===== config.mk =====
export PLATFORM = sky130hd
export DESIGN_NAME = frame_buf_multi
export DESIGN_NICKNAME = d
export VERILOG_FILES = /design/src/rtl/frame_buf_multi.sv
export SDC_FILE = /design/constraint.sdc
export NUM_CORES = 1
export LEC_CHECK = 0
export CORE_AREA = 10 10 138 267
export CTS_CLUSTER_SIZE = 8
export DETAILED_ROUTE_END_ITERATION = 6
export DIE_AREA = 0 0 148 277
export PLACE_DENSITY = 0.75
export SLEW_MARGIN = 20
export SYNTH_ARGS = -nofsm -noshare
export SYNTH_HDL_FRONTEND = slang
export SYNTH_SLANG_ARGS = --single-unit

===== constraint.sdc =====
create_clock -name clk -period 3.1 [get_ports clk]
set_input_delay 0.31 -clock clk [delete_from_list [all_inputs] [get_ports clk]]
set_output_delay 0.31 -clock clk [all_outputs]
set_load 0.05 [all_outputs]

===== src/rtl/frame_buf_multi.sv =====
// N-buffer frame store: a writer fills one buffer while a reader scans the latest committed one.
// Optional define FRAME_BUF_REPEAT_EN: a read strobe with no new frame rescans the latest frame.
module frame_buf_multi #(
  parameter int DATA_WIDTH = 24,
  parameter int ADDR_WIDTH = 3,
  parameter int BUF_BITS   = 1
) (
  input  logic                  clk,
  input  logic                  reset,
  input  logic                  wr_en_in,
  input  logic [DATA_WIDTH-1:0] data_in,
  output logic                  wr_rdy,
  input  logic                  rd_en_in,
  output logic [DATA_WIDTH-1:0] data_out,
  output logic                  rd_valid,
  output logic                  frame_rdy,
  output logic                  frame_skip,
  output logic [BUF_BITS-1:0]   wr_buf,
  output logic [BUF_BITS-1:0]   rd_buf
);
  localparam int unsigned NUM_BUFS = 1 << BUF_BITS;
  localparam int unsigned DEPTH    = NUM_BUFS << ADDR_WIDTH;

  typedef enum logic [1:0] {W_IDLE, W_FILL, W_WAIT} wr_state_t;
  typedef enum logic       {R_IDLE, R_SCAN} rd_state_t;

  wr_state_t wr_state, wr_state_n;
  rd_state_t rd_state, rd_state_n;

  logic [DATA_WIDTH-1:0] data_mem [DEPTH];
  logic [ADDR_WIDTH-1:0] wr_addr, wr_addr_n, rd_addr, rd_addr_n;
  logic [BUF_BITS-1:0]   wr_buf_n, rd_buf_n, rd_buf_next, latest, free_buf;
  logic                  have_frame, repeat_ok, free_found;
  logic                  wr_accept, commit, rd_start, rd_step, rd_fire, rd_done, rd_busy_next;
  logic [BUF_BITS+ADDR_WIDTH-1:0] raddr;

`ifdef FRAME_BUF_REPEAT_EN
  assign repeat_ok = have_frame;
`else
  assign repeat_ok = 1'b0;
`endif

  assign wr_rdy    = (wr_state != W_WAIT);
  assign wr_accept = wr_en_in & wr_rdy;
  assign commit    = wr_accept && (wr_addr == '1);

  assign rd_start     = (rd_state == R_IDLE) && rd_en_in && (frame_rdy || repeat_ok);
  assign rd_step      = (rd_state == R_SCAN) && rd_en_in;
  assign rd_fire      = rd_start | rd_step;
  assign rd_done      = rd_step && (rd_addr == '1);
  assign rd_busy_next = rd_start || ((rd_state == R_SCAN) && !rd_done);
  assign rd_buf_next  = rd_start ? latest : rd_buf;
  assign raddr        = rd_start ? {latest, {ADDR_WIDTH{1'b0}}} : {rd_buf, rd_addr};

  // First buffer after wr_buf (circularly) the reader will not occupy next cycle;
  // wr_buf itself is never a candidate since it becomes (or already is) latest.
  always_comb begin
    free_found = 1'b0;
    free_buf   = wr_buf;
    for (int unsigned i = 1; i < NUM_BUFS; i++) begin
      if (!free_found && !(rd_busy_next && (wr_buf + BUF_BITS'(i)) == rd_buf_next)) begin
        free_found = 1'b1;
        free_buf   = wr_buf + BUF_BITS'(i);
      end
    end
  end

  always_comb begin
    wr_state_n = wr_state;
    wr_buf_n   = wr_buf;
    wr_addr_n  = wr_addr;
    case (wr_state)
      W_IDLE, W_FILL: begin
        if (wr_accept) begin
          if (commit) begin
            wr_addr_n = '0;
            if (free_found) begin
              wr_buf_n   = free_buf;
              wr_state_n = W_IDLE;
            end else begin
              wr_state_n = W_WAIT;
            end
          end else begin
            wr_addr_n  = wr_addr + 1'b1;
            wr_state_n = W_FILL;
          end
        end
      end
      W_WAIT: begin
        if (free_found) begin
          wr_buf_n   = free_buf;
          wr_state_n = W_IDLE;
        end
      end
      default: wr_state_n = W_IDLE;
    endcase
  end

  always_comb begin
    rd_state_n = rd_state;
    rd_buf_n   = rd_buf;
    rd_addr_n  = rd_addr;
    case (rd_state)
      R_IDLE: begin
        if (rd_start) begin
          rd_buf_n   = latest;
          rd_addr_n  = ADDR_WIDTH'(1);
          rd_state_n = R_SCAN;
        end
      end
      R_SCAN: begin
        if (rd_done) begin
          rd_addr_n  = '0;
          rd_state_n = R_IDLE;
        end else if (rd_step) begin
          rd_addr_n = rd_addr + 1'b1;
        end
      end
      default: rd_state_n = R_IDLE;
    endcase
  end

  always_ff @(posedge clk) begin
    if (reset) begin
      wr_state   <= W_IDLE;
      rd_state   <= R_IDLE;
      wr_buf     <= '0;
      rd_buf     <= '0;
      wr_addr    <= '0;
      rd_addr    <= '0;
      latest     <= '0;
      have_frame <= 1'b0;
      frame_rdy  <= 1'b0;
      frame_skip <= 1'b0;
      rd_valid   <= 1'b0;
      data_out   <= '0;
    end else begin
      wr_state   <= wr_state_n;
      rd_state   <= rd_state_n;
      wr_buf     <= wr_buf_n;
      rd_buf     <= rd_buf_n;
      wr_addr    <= wr_addr_n;
      rd_addr    <= rd_addr_n;
      frame_skip <= commit & frame_rdy;
      rd_valid   <= rd_fire;
      if (commit) begin
        latest     <= wr_buf;
        have_frame <= 1'b1;
        frame_rdy  <= 1'b1;
      end else if (rd_start) begin
        frame_rdy <= 1'b0;
      end
      if (rd_fire) data_out <= data_mem[raddr];
    end
  end

  // Storage is not cleared by reset, but a write strobe during reset is dropped.
  always_ff @(posedge clk) begin
    if (!reset && wr_accept) data_mem[{wr_buf, wr_addr}] <= data_in;
  end
endmodule


Yosys cells after proc, flatten, opt, wreduce, memory -nomap -nowiden
Memories as Yosys holds them, arrays and structs flattened. A register that Yosys moved wholly into a read port is not among the register bits.
Index checks and enable logic that the tools add are counted.
{"block": "op_classes", "n_mux": 23, "n_mul": 0, "n_lt_le_gt_ge": 0, "shift": 0, "bitwise": 4, "n_addsub": 3, "div_mod_pow": 0, "reduce_logical": 19, "eq_ne": 11}
{"op": "$mux W3", "count": 4}
{"op": "$mux W1", "count": 10}
{"op": "$ne A2 B2 Y1 const B", "count": 5}
{"op": "$logic_and A1 B1 Y1", "count": 8}
{"op": "$mux W2", "count": 4}
{"op": "$add A3 B1 Y3 const B", "count": 2}
{"op": "$eq A3 B3 Y1 const B", "count": 2}
{"op": "$pmux W3 S2", "count": 1}
{"op": "$reduce_and A2 Y1", "count": 3}
{"op": "$mux W4", "count": 1}
{"op": "$pmux W1 S2", "count": 2}
{"op": "$pmux W2 S2", "count": 1}
{"op": "$reduce_bool A2 Y1", "count": 2}
{"op": "$ne A3 B1 Y1 const B", "count": 1}
{"op": "$reduce_and A3 Y1", "count": 1}
{"op": "$and A1 B1 Y1", "count": 2}
{"op": "$eq A2 B1 Y1 const B", "count": 1}
{"op": "$eq A2 B2 Y1 const B", "count": 1}
{"op": "$logic_not A1 Y1", "count": 2}
{"op": "$logic_not A2 Y1", "count": 1}
{"op": "$reduce_or A2 Y1", "count": 1}
{"op": "$add A1 B1 Y1 const B", "count": 1}
{"op": "$eq A1 B1 Y1", "count": 1}
{"op": "$logic_or A1 B1 Y1", "count": 1}
{"op": "other kinds (2)", "count": 2}
{"block": "word_totals", "latchBits": 0, "ff_bits": 15, "output_inout_bits": 30, "memories": 1, "rom_bits": 0, "ramBits": 384, "wordCells": 71, "input_bits": 28}
{"memory": "data_mem", "depth": 16, "width": 24, "read_ports": 1, "rd_ports_with_merged_regs": 1, "write_ports": 1, "line": "30", "text": "logic [DATA_WIDTH-1:0] data_mem [DEPTH];"}

Logic depth before layout (Yosys ltp)
{"block": "depth", "ltp_word": 10, "mapped_depth": 8, "depth_no_buf": 6}

Worst setup path after synthesis
Ideal clock, no wire load.
{"block": "synth_path", "kind": "reg-to-reg", "start": "reg wr_state[0]", "end": "mem data_mem[0][0] (enable)", "setup_ps": 435, "arrival_ps": 2840, "path_stages_with_launch": 5, "period_less_slack_ps": 3276, "n_path_buf": 0, "slack_ps": -176, "required_ps": 2665, "cell_sequence": "dfxtp_1 > nand2b_1 > and3b_1 > nand2_1 > nor3_1"}
{"block": "synth_via", "elab_chain_cells": 5}
{"item": "start: declaration", "line": "27", "text": "wr_state_t wr_state, wr_state_n;"}
{"item": "start signal: assignment", "line": "138", "text": "wr_state <= wr_state_n;"}
{"item": "$ne A2 B2 Y1", "line": "43", "text": "assign wr_rdy = (wr_state != W_WAIT);"}
{"item": "via wr_rdy", "line": "12", "text": "output logic wr_rdy,"}
{"item": "$and A1 B1 Y1", "line": "44", "text": "assign wr_accept = wr_en_in & wr_rdy;"}
{"item": "$logic_and A1 B1 Y1", "line": "159", "text": "if (!reset && wr_accept) data_mem[{wr_buf, wr_addr}] <= data_in;"}
{"item": "$mux W1", "line": "159"}
{"item": "$mux W1 (not written as such)", "line": "159"}
{"item": "end: declaration", "line": "30"}
The timed path passes the listed nets, and every way through them passes these cells.

Worst setup path in the final report
{"block": "layout_path", "start": "reg wr_buf", "end": "out wr_buf"}
{"item": "start: declaration", "line": "18", "text": "output logic [BUF_BITS-1:0] wr_buf,"}
{"item": "start signal: assignment", "line": "140", "text": "wr_buf <= wr_buf_n;"}
No word-level cell between the ends.

==> impl_metrics.py <==
metrics = {
    "placement": {
        "placed_cell_area_mm2": 0.01884,
        "numPortBuffers": 57,
        "gp_congestion": 0.8444,
        "dp_cells": 1578,
        "place_hpwl_um": 26010,
    },
    "power": {
        "vdd_drop_max_uv": 515.3,
        "p_per_area_mw_per_mm2": 599.3,
        "power_uw": 12280,
        "leakage_uw": 0.006344,
    },
    "outcome": {
        "outcome": "finished clean",
    },
    "timing": {
        "fmax_mhz": 387.3,
        "tns_ns": 0,
        "slew_headroom": 0.2369,
        "slew_violations": 0,
        "rsz0062_at_grt": "false",
        "hold_violations": 0,
        "holdWs_ns": 0.3334,
        "finalClockSkew_ns": 0.01356,
        "fin_crit_ns": 2.582,
        "tightest_slew_ns": 1.140,
        "setup_violations": 0,
        "fin_crit_sh": 0.8328,
    },
    "floorplanning": {
        "dieArea_mm2": 0.04100,
        "die_h_um": 277,
        "die_w_um": 148,
        "core_area_mm2": 0.03270,
        "ios": 58,
        "num_rows": 94,
        "initial_core_util": 0.5403,
    },
    "worst_setup_path": {
        "cp.required_ns": 2.79,
        "cpPeakStageDelay_ns": 0.94,
        "crit_path_start_kind": "register",
        "critical_path_class": "register to output port",
        "cp.arrival_ns": 2.27,
        "crit_slowest_cell": "clkdlybuf4s50_1",
        "path_cells": "clkdlybuf4s50_1",
        "crit_buf_inv": 1,
        "path_delay_family": "buffers and inverters",
        "critPathMaxFanout": 11,
        "end_kind": "output port",
    },
    "cells_and_area": {
        "layout-drive-gt1-share": 0.1827,
        "final_cells": 1680,
        "stdcell_area_mm2": 0.02050,
        "diodes": 0,
        "num-nets-final": 1241,
        "syn_to_final_growth_pct": 16.03,
    },
    "clocking": {
        "clockBufferDepth": 3,
        "h-tree-depth": 2,
        "cts_hold_buf": 0,
        "cts_sinks": 423,
        "cts-root-buf": "clkbuf_16",
        "cts-buffers-inserted": 58,
        "clk_latency_ns": 0.58,
        "clkTransAtPathRegs_ns": 0.06,
        "cts_tree": "built",
        "cts_resized": 0,
        "postCtsSetupBuffers": 0,
    },
    "global_route": {
        "grt_pass1_wl_um": 66430,
        "gr-total-overflow": 0,
        "grt.total_usage": 0.2116,
        "antenna_found_initial": 1,
        "grt_max_degree": 63,
        "first_global_vias": 11280,
    },
    "drt": {
        "wirelength_um": 43550,
        "via_per_inst": 6.285,
        "first_pass_iters": 5,
        "ant_nets": 0,
        "drt_iter0_drc": 1017,
        "drc": 0,
        "wire_per_inst_um": 25.92,
        "vias": 10560,
    },
    "run": {
        "maxCapViolCount": 0,
    },
    "synth": {
        "synth-compound-area-share": 0.1025,
        "synthFlopType": "edfxtp_1",
        "synth.area.mux_share": 0.07663,
        "synth_fa_ha_area_frac": 0.004958,
        "synth-xor-area-share": 0.0004958,
        "ys_seq_area_frac": 0.6969,
        "synth-warning-count": 0,
        "synth_simple_gate_area_frac": 0.07968,
        "synth_area_mm2": 0.01767,
        "synth_top_family_by_area": "compound AO/OA/AOI/OAI gates",
        "syn_area_per_cell_um2": 15.66,
        "async_flop_share": 0,
        "synth_fp_nets": 1163,
        "ys_ff_latch": 423,
        "synth-edff-count": 384,
        "synthCells": 1128,
        "yosysUniqueCellTypes": 49,
    },
    "min_path": {
        "worstHoldPathType": "primary input to register",
    },
}
-- synthesized netlist by cell type (all sizes together), types with 2 or more instances --
cell type / n / area [um^2]
o32ai: 24 / 360.3
edfxtp: 384 / 11530
o21ai: 5 / 47.54
mux4: 24 / 540.5
mux2i: 26 / 272.8
nand3b: 2 / 27.53
inv: 28 / 105.1
mux2: 48 / 540.5
nand2: 84 / 325.3
nand4: 2 / 12.51
o2111a: 47 / 529.3
a31oi: 48 / 300.3
nor3b: 2 / 15.01
dfxtp: 39 / 780.8
nor3: 5 / 25.02
and3: 25 / 156.4
nand2b: 6 / 37.54
nand3: 72 / 360.4
a21oi: 33 / 168.9
buf: 59 / 479.2
nor2b: 50 / 320.3
a211oi: 24 / 180.2
and3b: 2 / 17.52
nor2: 23 / 86.33
clkbuf: 26 / 101.3
ha: 7 / 87.58
o211ai: 25 / 187.7
-- flip-flops by register name (all words and copies together) (netlist names) --
signal / count
wr_addr: 3
rd_addr: 3
data_mem: 384
wr_buf: 1
frame_rdy: 1
frame_skip: 1
wr_state: 2
rd_state: 1
latest: 1
data_out: 24
rd_buf: 1
rd_valid: 1
-- report_power, final --
| group | switching (uW) | internal (uW) | total, uW | leakage [uW] |
|---|---|---|---|---|
| registers | 13.1 | 6260 | 6270 | 0.00378 |
| logic | 143 | 68.6 | 212 | 0.00178 |
| clock network | 2280 | 3520 | 5800 | 0.000790 |
-- worst reg2reg max path: stages (launching register included) --
cell,delay (ns)
dfxtp_1,0.64
nand3b_4,0.43
nand2_2,0.38
buf_12,0.30
o211ai_1,0.35
o32ai_2,0.12
-- cell type report --
cell class                      count  area (um^2)
Fill cell                        2360        12200
Sequential cell                   423        12320
Clock buffer                      100         1630
Clock inverter                      2        28.78
Multi-Input combinational cell    592         4775
Inverter                           28        105.1
Tap cell                          432        540.5
Timing Repair Buffer              103         1099
-- logic make-up (layout without fill, tap and decap cells) --
family | after synthesis | count (layout)
DFF | 423 | 423
adders and majority gates | 7 | 7
xor gates and xnor gates | 1 | 1
muxes | 98 | 98
buffers and inverters | 113 | 233
AOI/OAI and AO/OA | 210 | 210
and+or+nand+nor | 276 | 276
-- path summary, 6_finish.rpt --
| path | start | to | slack (ns) | cells after the start |
|---|---|---|---|---|
| max reg2reg | rd_state$_SDFF_PP0_ | data_out[15]$_SDFFE_PP0P_ | 0.75 | 5 |
| max | wr_buf$_SDFFE_PP0P_ | wr_buf | 0.52 | 1 |
| min | reset | wr_addr[1]$_SDFFE_PP0P_ | 0.33 | 3 |
| min reg2reg | wr_state[1]$_SDFFE_PP0P_ | wr_state[0]$_SDFFE_PP0P_ | 0.48 | 1 |
-- per-stage QoR --
step	worst slack (ns)	utilization
2_1_floorplan	0.4546	-
6_report	0.5182	0.6269
3_5_place_dp	0.6868	0.5762
5_1_grt	0.4678	0.6269
4_1_cts	0.4924	0.6269
3_3_place_gp	0.6753	0.5762
-- per-layer routing --
layer | share of wire | up-vias | track usage
met1 | 0.34 | 5353 | 0.2209
met4 | 0.061 | 0 | 0.1332
met3 | 0.049 | 155 | 0.02994
met2 | 0.55 | 453 | 0.3851
met5 | 0 | - | 0
li1 | - | 4598 | -
-- cells in the final DEF (no fill, tap or decap), drive strengths merged, types with 5 or more instances in the layout --
cell           Yosys  routed
inv               28      30
buf               59      47
o21ai              5       5
clkdlybuf4s50      0      56
a211oi            24      24
nand2b             6       6
edfxtp           384     384
nor2b             50      50
mux2              48      48
nor3               5       5
nand3             72      72
dfxtp             39      39
a31oi             48      48
o32ai             24      24
a21oi             33      33
o211ai            25      25
mux4              24      24
clkbuf            26     100
nor2              23      23
mux2i             26      26
ha                 7       7
and3              25      25
nand2             84      84
o2111a            47      47
No activity file was read; power rests on OpenSTA's default activity.
